==> config.mk <==
export PLATFORM = sky130hd
export DESIGN_NAME = i2s_frame_fifo
export DESIGN_NICKNAME = d
export VERILOG_FILES = /design/src/rtl/i2s_frame_fifo.sv
export SDC_FILE = /design/constraint.sdc
export NUM_CORES = 1
export LEC_CHECK = 0
export BUFFER_PORTS_ARGS = -buffer_cell sky130_fd_sc_hd__buf_2
export CORE_ASPECT_RATIO = 1.4
export CORE_UTILIZATION = 35
export DETAILED_ROUTE_END_ITERATION = 6
export PLACE_DENSITY_LB_ADDON = 0.3
export SKIP_LAST_GASP = 1
export SLEW_MARGIN = 20
export SYNTH_ARGS = -nofsm -noshare
export SYNTH_HDL_FRONTEND = slang
export SYNTH_SLANG_ARGS = --single-unit
export TNS_END_PERCENT = 100
==> constraint.sdc <==
create_clock -name clk -period 7.5 [get_ports clk]
set_clock_uncertainty 0.05 [all_clocks]
set_input_delay 0.375 -clock clk [delete_from_list [all_inputs] [get_ports clk]]
set_output_delay 0.375 -clock clk [all_outputs]
set_load 0.01 [all_outputs]
==> src/rtl/i2s_frame_fifo.sv <==
// I2S stereo frame packer: resyncs wclk, captures L/R words, and buffers
// {L,R} frames in a first-word-fall-through FIFO with a valid/ready output.
module i2s_frame_fifo #(
  parameter int DATA_W     = 24,
  parameter int FIFO_DEPTH = 16,
  parameter int ADDR_W     = 4,
  parameter int HOLD_DLY   = 2,
  parameter int DROP_W     = 8
) (
  input  logic                clk,
  input  logic                rst,
  input  logic                enable,
  input  logic                i2s_wclk,
  input  logic [DATA_W-1:0]   dataL,
  input  logic [DATA_W-1:0]   dataR,
  input  logic                detectL,
  input  logic                detectR,
  output logic [2*DATA_W-1:0] frame_data,
  output logic [1:0]          frame_detect,
  output logic                frame_valid,
  input  logic                frame_ready,
  output logic [ADDR_W:0]     fifo_level,
  output logic                overflow,
  output logic [DROP_W-1:0]   drop_cnt
);

  localparam int FW = 2*DATA_W + 2;
  localparam logic [3:0] HOLD = 4'(HOLD_DLY);

  typedef enum logic [2:0] {
    S_SYNC, S_LDLY, S_WFALL, S_RDLY, S_WRISE
  } state_t;

  state_t state, state_nxt;
  logic [3:0] cnt, cnt_nxt;
  logic ws0, ws1, ws2;
  logic rise, fall;
  logic cap_l, push;
  logic [DATA_W-1:0] l_hold;
  logic dl_hold;

  assign rise = ws1 & ~ws2;
  assign fall = ~ws1 & ws2;

  // Any edge during a hold delay aborts the frame; edges win over capture.
  always_comb begin
    state_nxt = state;
    cnt_nxt   = cnt;
    cap_l     = 1'b0;
    push      = 1'b0;
    if (!enable) begin
      state_nxt = S_SYNC;
    end else begin
      unique case (state)
        S_SYNC: begin
          if (rise) begin
            state_nxt = S_LDLY;
            cnt_nxt   = HOLD;
          end
        end
        S_LDLY: begin
          if (rise | fall) begin
            state_nxt = S_SYNC;
          end else if (cnt == 4'd0) begin
            cap_l     = 1'b1;
            state_nxt = S_WFALL;
          end else begin
            cnt_nxt = cnt - 4'd1;
          end
        end
        S_WFALL: begin
          if (rise) begin
            state_nxt = S_SYNC;
          end else if (fall) begin
            state_nxt = S_RDLY;
            cnt_nxt   = HOLD;
          end
        end
        S_RDLY: begin
          if (rise | fall) begin
            state_nxt = S_SYNC;
          end else if (cnt == 4'd0) begin
            push      = 1'b1;
            state_nxt = S_WRISE;
          end else begin
            cnt_nxt = cnt - 4'd1;
          end
        end
        S_WRISE: begin
          if (rise) begin
            state_nxt = S_LDLY;
            cnt_nxt   = HOLD;
          end
        end
        default: state_nxt = S_SYNC;
      endcase
    end
  end

  always_ff @(posedge clk) begin
    if (rst) begin
      ws0     <= 1'b0;
      ws1     <= 1'b0;
      ws2     <= 1'b0;
      state   <= S_SYNC;
      cnt     <= 4'd0;
      l_hold  <= '0;
      dl_hold <= 1'b0;
    end else begin
      ws0   <= i2s_wclk;
      ws1   <= ws0;
      ws2   <= ws1;
      state <= state_nxt;
      cnt   <= cnt_nxt;
      if (cap_l) begin
        l_hold  <= dataL;
        dl_hold <= detectL;
      end
    end
  end

  logic [FW-1:0] mem [FIFO_DEPTH];
  logic [ADDR_W:0] wp, rp, wp_nxt, rp_nxt;
  logic empty, full, pop, wr, drop;
  logic [FW-1:0] head;

  assign empty = (wp == rp);
  assign full  = (wp[ADDR_W] != rp[ADDR_W]) &&
                 (wp[ADDR_W-1:0] == rp[ADDR_W-1:0]);
  assign pop   = ~empty & frame_ready;
  assign wr    = push & (~full | pop);
  assign drop  = push & full & ~pop;

  assign wp_nxt = wp + {{ADDR_W{1'b0}}, wr};
  assign rp_nxt = rp + {{ADDR_W{1'b0}}, pop};

  always_ff @(posedge clk) begin
    if (wr) mem[wp[ADDR_W-1:0]] <= {l_hold, dataR, dl_hold, detectR};
  end

  always_ff @(posedge clk) begin
    if (rst) begin
      wp         <= '0;
      rp         <= '0;
      fifo_level <= '0;
      overflow   <= 1'b0;
      drop_cnt   <= '0;
    end else begin
      wp         <= wp_nxt;
      rp         <= rp_nxt;
      fifo_level <= wp_nxt - rp_nxt;
      if (drop) begin
        overflow <= 1'b1;
        if (drop_cnt != '1) drop_cnt <= drop_cnt + 1'b1;
      end
    end
  end

  // Head is gated so outputs read 0 while empty, including after reset.
  assign head         = mem[rp[ADDR_W-1:0]];
  assign frame_valid  = ~empty;
  assign frame_data   = frame_valid ? head[FW-1:2] : '0;
  assign frame_detect = frame_valid ? head[1:0] : 2'b00;

endmodule
==> metrics.log, run 1 <==
INFO  metric r2r_setup_slack = ~3600 ps
INFO  metric async_s_r_ff_share_synth = 0%
INFO  metric final_wirelength = between 80000 and 90000 um
INFO  metric pwr_density_cell = around 250 nW/um2
INFO  metric grt_busiest_layer = met2
INFO  metric required = just over 7000 ps
INFO  metric synth_area_per_cell = between 20 and 25 um2
INFO  metric die_outline_height = about 360 um
INFO  metric post_drt_via_cell_ratio = approximately 5.3
INFO  metric first_pass_grt_wire_length = around 120000 um
INFO  metric period_utilization = between 60% and 70%
INFO  metric synth_edf_count = 800
INFO  metric grt_overflow = 0
INFO  metric setup.worst_path.end_class = output pin
INFO  metric met3_usage = under 10%
INFO  metric run_status = finished, final reports clean
INFO  metric clock_tree.htree_level_count = 3
INFO  metric floorplan.die.width = ~260 um
INFO  metric reg2reg_from = rp[0]
INFO  metric min_to = mem[5][10]
INFO  metric antenna-diode-count = 0
INFO  metric worst-r2r-cell-count = 6
INFO  metric ant_nets = 0
INFO  metric min_path_cells = 1
INFO  metric grt_use_met1 = between 20% and 30%
INFO  metric worst-setup-path-type = reg2out
INFO  metric finalSetupViolCount = 0
INFO  metric grt_pass1_vias = about 17k
INFO  metric final_core_utilization = approximately two fifths
INFO  metric rows = approximately 130
INFO  metric number_of_hold_violations_in_the_final_report = 0
INFO  metric die-area = 94600 um2
INFO  metric ys.warnings.count = 0
INFO  metric max_slew.worst_pin.slew = 1100 ps
INFO  metric synthToLayoutAreaGrowth = 15.1%
INFO  metric number_of_distinct_standard_cells_referenced_by_the_synthesized_netlist = between 40 and 50
INFO  metric unrepaired_setup_endpoints_after_global_routing = no
INFO  metric clock_net_sink_count = 859
INFO  metric leakage = roughly 0.012 uW
INFO  metric synth.cell_area = roughly 33000 um2
INFO  metric most_common_cell_after_layout_fill_and_taps_aside = edfxtp_1
INFO  metric timing_max_transition_violations_final = 0
INFO  metric global_route.usage.met2 = roughly 31%
INFO  metric synth_fp_nets = 1639
INFO  metric cap_violations = 0
INFO  metric postSynth.topFlopCell = edfxtp_1
INFO  metric maxSlewHeadroom = between 20% and 30%
INFO  metric cts_root_buf = clkbuf_16
INFO  metric clkTransAtPathRegs = roughly 70 ps
INFO  metric first_iter_violations = between 1k and 1.5k
INFO  metric crit_path_max_incr_delay = 860 ps
INFO  metric register_bit_count_reported_by_yosys = 859
INFO  metric cts.path.max_buffers = 3
INFO  metric layout.cells.most_common_list = edfxtp_1 (800), mux4_2 (200), buf_2 (119)
INFO  metric layout.nets = about 1.8k
INFO  metric route.vias.total = around 16k
INFO  metric grt_start_max_net_pins = 62
INFO  metric route.detailed.wl_per_inst = 26.9 um
INFO  metric hold_ws = ~59 ps
INFO  metric rr_endpoint = mem[9][28]
INFO  metric period_needed = around 4800 ps
INFO  metric hpwl = 41500 um
INFO  metric start_kind = flop
INFO  metric core = 92500 um2
INFO  metric finalSetupTns = 0 ps
INFO  metric crit_path_max_fanout = 58
INFO  metric grt_antenna_before_repair = 3
INFO  metric path_common_cell = buf_4
INFO  metric filler_cell_count = ~8k
INFO  metric cts_repair_resize_count = 0
INFO  metric timing.critical_path.cells = buf_4 -> buf_4 -> mux4_2 -> o22ai_1 -> nor3_1 -> buf_2
INFO  metric route.detailed.drc = 0
INFO  metric initial_utilization = a little over a third
INFO  metric placement.setup.worst_slack = between 2000 and 3000 ps
INFO  metric numCtsBuffers = slightly above 80
INFO  metric port_buffers = between 100 and 150
INFO  metric crit_slowest_cell = buf_4
INFO  metric post_route_cells_drive_above_1_share = 28.1%
INFO  metric synthesis.instances = between 1.5k and 2k
INFO  metric timing.critical_path.arrival = 4350 ps
INFO  metric gp_congestion = between 0.7 and 0.8
INFO  metric detail_route.first_pass.iterations = 5
INFO  metric cts_tree = built
INFO  metric holdBufCountCts = 23
INFO  metric min_path_type = in2reg
INFO  metric worst_setup_margin = 2720 ps
INFO  metric grt_use_total = between 15 and 20%
INFO  metric max_clock_freq = about 210 MHz
INFO  metric worstSkewPairLatency = around 640 ps
INFO  metric vdd_ir_drop_max = 0.000145 V
INFO  metric io_pins = 120
INFO  metric timing.hold.worst.start = dataR[8]
INFO  metric seq_area_frac_synth = ~77%
INFO  metric post-cts-setup-buffer-count = 0
-- through the flow --
stage / instance area [um2] / power, uW / instances
after global placement: 34700 / 5370 / 2842
after global routing: 37600 / 9600 / 3015
after CTS: 37600 / 9420 / 3014
after floorplan: 32700 / 5320 / 1570
after detailed placement: 34700 / 5370 / 2843
final: 37600 / 9330 / 3015
-- registers in the layout, indices dropped and copies added, names as in the netlist --
name,count
mem,800
overflow,1
rp,5
state,3
ws2,1
dl_hold,1
fifo_level,5
l_hold,24
wp,5
ws0,1
drop_cnt,8
ws1,1
cnt,4
-- worst max path at each step --
| stage | from | end | slack, ps |
|---|---|---|---|
| detailed placement | rp[0] | frame_data[35] | 2880 |
| floorplan | ws1 | mem[3][0] | 2070 |
| finish | rp[2] | frame_data[22] | 2720 |
| global placement | rp[0] | frame_data[35] | 2860 |
| CTS | rp[0] | frame_data[35] | 2170 |
| global route | rp[0] | frame_data[47] | 2300 |
-- power by group --
part | total, uW | leakage, uW | internal, uW | switching [uW]
Clock | 4050 | 0.00128 | 2270 | 1780
Combinational | 70.6 | 0.00270 | 23.2 | 47.3
Sequential | 5210 | 0.00851 | 5200 | 6.48
Total | 9330 | 0.0125 | 7490 | 1840
-- cell type report --
class	count	area [um2]	share of cell area (%)
inverters	13	48.8	0.130
clock inverters	48	423	1.12
well taps	1206	1510	4.01
clock buffers	100	2190	5.83
flip-flops and latches	859	25200	67.0
multi-input cells	611	7100	18.9
repair buffers	178	1140	3.03
-- worst max-delay path: cells and delay by family (launching register included) --
family	cells	cell delay, ps
buffers and inverters	3	1780
AND/OR/NAND/NOR	1	720
flip-flops	1	660
multiplexers	1	370
AO/OA/AOI/OAI	1	90
-- synth_stat cells, drive strengths merged (2+ instances only) --
library cell / number / share of area, %
a211oi: 16 / 0.37
mux4: 200 / 14
and4b: 2 / 0.061
nor2: 41 / 0.48
clkbuf: 41 / 0.49
nand4b: 2 / 0.10
dfxtp: 59 / 3.6
o22ai: 88 / 1.7
nand3: 7 / 0.11
xor2: 7 / 0.19
o21ai: 3 / 0.046
buf: 46 / 1.0
nor4: 2 / 0.10
nor3b: 2 / 0.061
mux2: 3 / 0.10
nand3b: 4 / 0.092
nand2b: 11 / 0.21
nor3: 64 / 0.98
nor2b: 24 / 0.46
xnor2: 8 / 0.21
ha: 13 / 0.50
a21o: 2 / 0.046
nand4: 2 / 0.057
nand2: 61 / 0.70
edfxtp: 800 / 73
inv: 13 / 0.15
a21oi: 37 / 0.57
-- per-layer routing --
layer,vias up,share of wire [%],wire [um]
met5,-,0.026,21
met4,4,2.2,1780
met3,102,4.3,3470
met2,423,53,43000
met1,8693,40,32700
li1,6853,-,-
-- cell families after synthesis --
group	share of synthesized area, %
AO/OA/AOI/OAI	2.84
XOR/XNOR	0.402
adder cells (fa/ha/maj)	0.559
buffers and inverters	1.66
flip-flops	77.1
multiplexers	13.9
AND/OR/NAND/NOR	3.52
Power figures use the tool's default switching activity.
==> run 2, diff against run 1 <==
clock period = 4.7 ns   (was 7.5 ns; I/O delays follow)
==> metrics.log, run 2 (synthesized netlist as in run 1, its figures left out) <==
INFO  metric finalSetupTns = 0 ps (unchanged)
INFO  metric number_of_hold_violations_in_the_final_report = 0 (unchanged)
INFO  metric route.detailed.wl_per_inst = 26.1 um (-2.9%)
INFO  metric detail_route.first_pass.iterations = 5 (unchanged)
INFO  metric core = 92500 um2 (unchanged)
INFO  metric seq_area = 25200 um2 (unchanged)
INFO  metric layoutNonFillerInstCount = 3051 (+1.2%)
INFO  metric grt_overflow = 0 (unchanged)
INFO  metric rows = 132 (unchanged)
INFO  metric io_pins = 120 (unchanged)
INFO  metric placedInstanceArea = 35000 um2 (+0.67%)
INFO  metric grt_pass1_vias = 17.1k (-0.12%)
INFO  metric first_pass_grt_wire_length = 117000 um (-0.65%)
INFO  metric period_needed = 4170 ps
INFO  metric start_kind = flop
INFO  metric power.sequential.fraction = 55.0% (-0.8 points)
INFO  metric comb_power_share = 0.9% (about the same)
INFO  metric post_route_cells_drive_above_1_share = 28.0% (-0.15 points)
INFO  metric setup.worst_path.end_class = output pin
INFO  metric period_utilization = between 80% and 90%
INFO  metric timing_max_transition_violations_final = 0 (unchanged)
INFO  metric run_status = finished, final reports clean
INFO  metric hpwl = 42900 um (+3.3%)
INFO  metric cts.path.max_buffers = 3 (unchanged)
INFO  metric port_buffers = 119 (unchanged)
INFO  metric post_drt_via_cell_ratio = 5.29 (-0.82%)
INFO  metric grt_start_max_net_pins = 107 (+73%)
INFO  metric grt_antenna_before_repair = 2 (-1)
INFO  metric maxSlewHeadroom = 27.1% (+0.79 points)
INFO  metric max_clock_freq = around 240 MHz
INFO  metric vdd_ir_drop_max = 0.000247 V (+70%)
INFO  metric numCtsBuffers = 81 (-2.4%)
INFO  metric route.detailed.drc = 0 (unchanged)
INFO  metric clock_power_share = 44.1% (+0.7 points)
INFO  metric placedCellCount = 2855 (+0.42%)
INFO  metric grt_use_total = 17.1% (-0.21 points)
INFO  metric timing.critical_path.arrival = 3890 ps (-460 ps)
INFO  metric max_slew.worst_pin.slew = 1090 ps (-9.21 ps)
INFO  metric worst-setup-path-type = reg2out
INFO  metric min_path_type = in2reg
INFO  metric synthToLayoutAreaGrowth = 16.8%
INFO  metric finalSetupViolCount = 0 (unchanged)
INFO  metric post-route-cell-area = 38200 um2 (+1.5%)
INFO  metric worstSkewPairLatency = 630 ps (about the same)
INFO  metric largest_reg_flops = 800 (unchanged)
INFO  metric cts_repair_resize_count = 0 (unchanged)
INFO  metric gp_congestion = 0.730 (+3.4%)
INFO  metric die_outline_height = 364 um (unchanged)
INFO  metric cts_tree = built
INFO  metric net_switching_share_of_the_total_power = 19.1% (-0.62 points)
INFO  metric floorplan.die.width = 260 um (unchanged)
INFO  metric layout.cells.most_common_list = edfxtp_1 (800), mux4_2 (200), buf_2 (119)
INFO  metric filler_cell_count = 8131 (-0.70%)
INFO  metric power.net_switching = 2880 uW (+57%)
INFO  metric multi_input_comb_area = 7090 um2 (about the same)
INFO  metric leakage = 0.0127 uW (+1.5%)
INFO  metric most_common_cell_after_layout_fill_and_taps_aside = edfxtp_1
INFO  metric pwr_density_cell = 396 nW/um2 (+60%)
INFO  metric first_iter_violations = 1209 (-4.0%)
INFO  metric required = 4410 ps (-2660 ps)
INFO  metric clock_net_sink_count = 859 (unchanged)
INFO  metric final_wirelength = 79500 um (-1.8%)
INFO  metric layout.nets = 1853 (+2.1%)
INFO  metric cts_root_buf = clkbuf_16
INFO  metric initial_utilization = 35.3% (unchanged)
INFO  metric cap_violations = 0 (unchanged)
INFO  metric die-area = 94600 um2 (unchanged)
INFO  metric crit_path_max_fanout = 104 (+79%)
INFO  metric unrepaired_setup_endpoints_after_global_routing = no
INFO  metric intPower = 12200 uW (+63%)
INFO  metric clock_tree.htree_level_count = 3 (unchanged)
INFO  metric clkTransAtPathRegs = 60 ps (about the same)
INFO  metric route.vias.total = 16.1k (+0.37%)
INFO  metric ant_nets = 0 (unchanged)
run 2: changes by cell type in the layout (fill, tap and decap cells not counted), sizes merged:
cell	before	now
buf	155	166
bufinv	5	11
clkbuf	100	98
clkinv	33	26
diode	0	1
dlygate4sd3	23	52
inv	18	16
run 2: cell type report:
class,count,share of cell area [%]
repair buffers,218,4.27
well taps,1206,3.95
flip-flops and latches,859,66.0
clock inverters,45,1.39
diodes,1,0.00655
inverters,13,0.128
multi-input cells,611,18.6
clock buffers,98,5.64
run 2: power groups by stage:
stage / Sequential, uW / Combinational [uW] / Clock (uW)
finish: 8310 / 136 / 6670
global placement: 8470 / 95.3 / 0
CTS: 8300 / 140 / 6810
detailed placement: 8470 / 102 / 0
floorplan: 8470 / 22.1 / 0
global route: 8300 / 150 / 7080
run 2: what timing repair did:
action | in CTS | in global routing
endpoints found under the setup margin | 0 | 0
hold buffers | 52 | 0
endpoints found under the hold margin | 430 | 0
buffers inserted | 0 | 0
run 2: critical path, cell delays in order (launching register included):
cell and delay (ps):
dfxtp_4 570, buf_12 550, buf_4 650, mux4_2 350
o22ai_1 80, nor3_1 530, buf_2 240
run 2: per-layer routing:
layer  global-route usage [%]  up-vias  share of wire, %
met3                     2.75       99               4.5
li1                         -     6932                 -
met4                     4.62        2               1.9
met2                     30.4      400                53
met1                     21.4     8701                40
met5                        0        -             0.015
run 2: final timing paths:
path	startpoint	endpoint	slack, ps	cells after the start
min reg2reg	ws0	ws1	390	1
max	rp[0]	frame_data[23]	530	6
min	frame_ready	drop_cnt[2]	40	5
max reg2reg	wp[2]	fifo_level[4]	1220	13
run 2: through the flow:
step | util, % | power [uW] | hold WS, ps | setup WS [ps]
floorplan | - | 8490 | 284 | 601
global placement | 37.8 | 8560 | 387 | 1210
detailed placement | 37.8 | 8570 | 379 | 1130
CTS | 41.3 | 15300 | 8.67 | 422
global route | 41.3 | 15500 | 77.8 | 247
finish | 41.3 | 15100 | 44.7 | 530
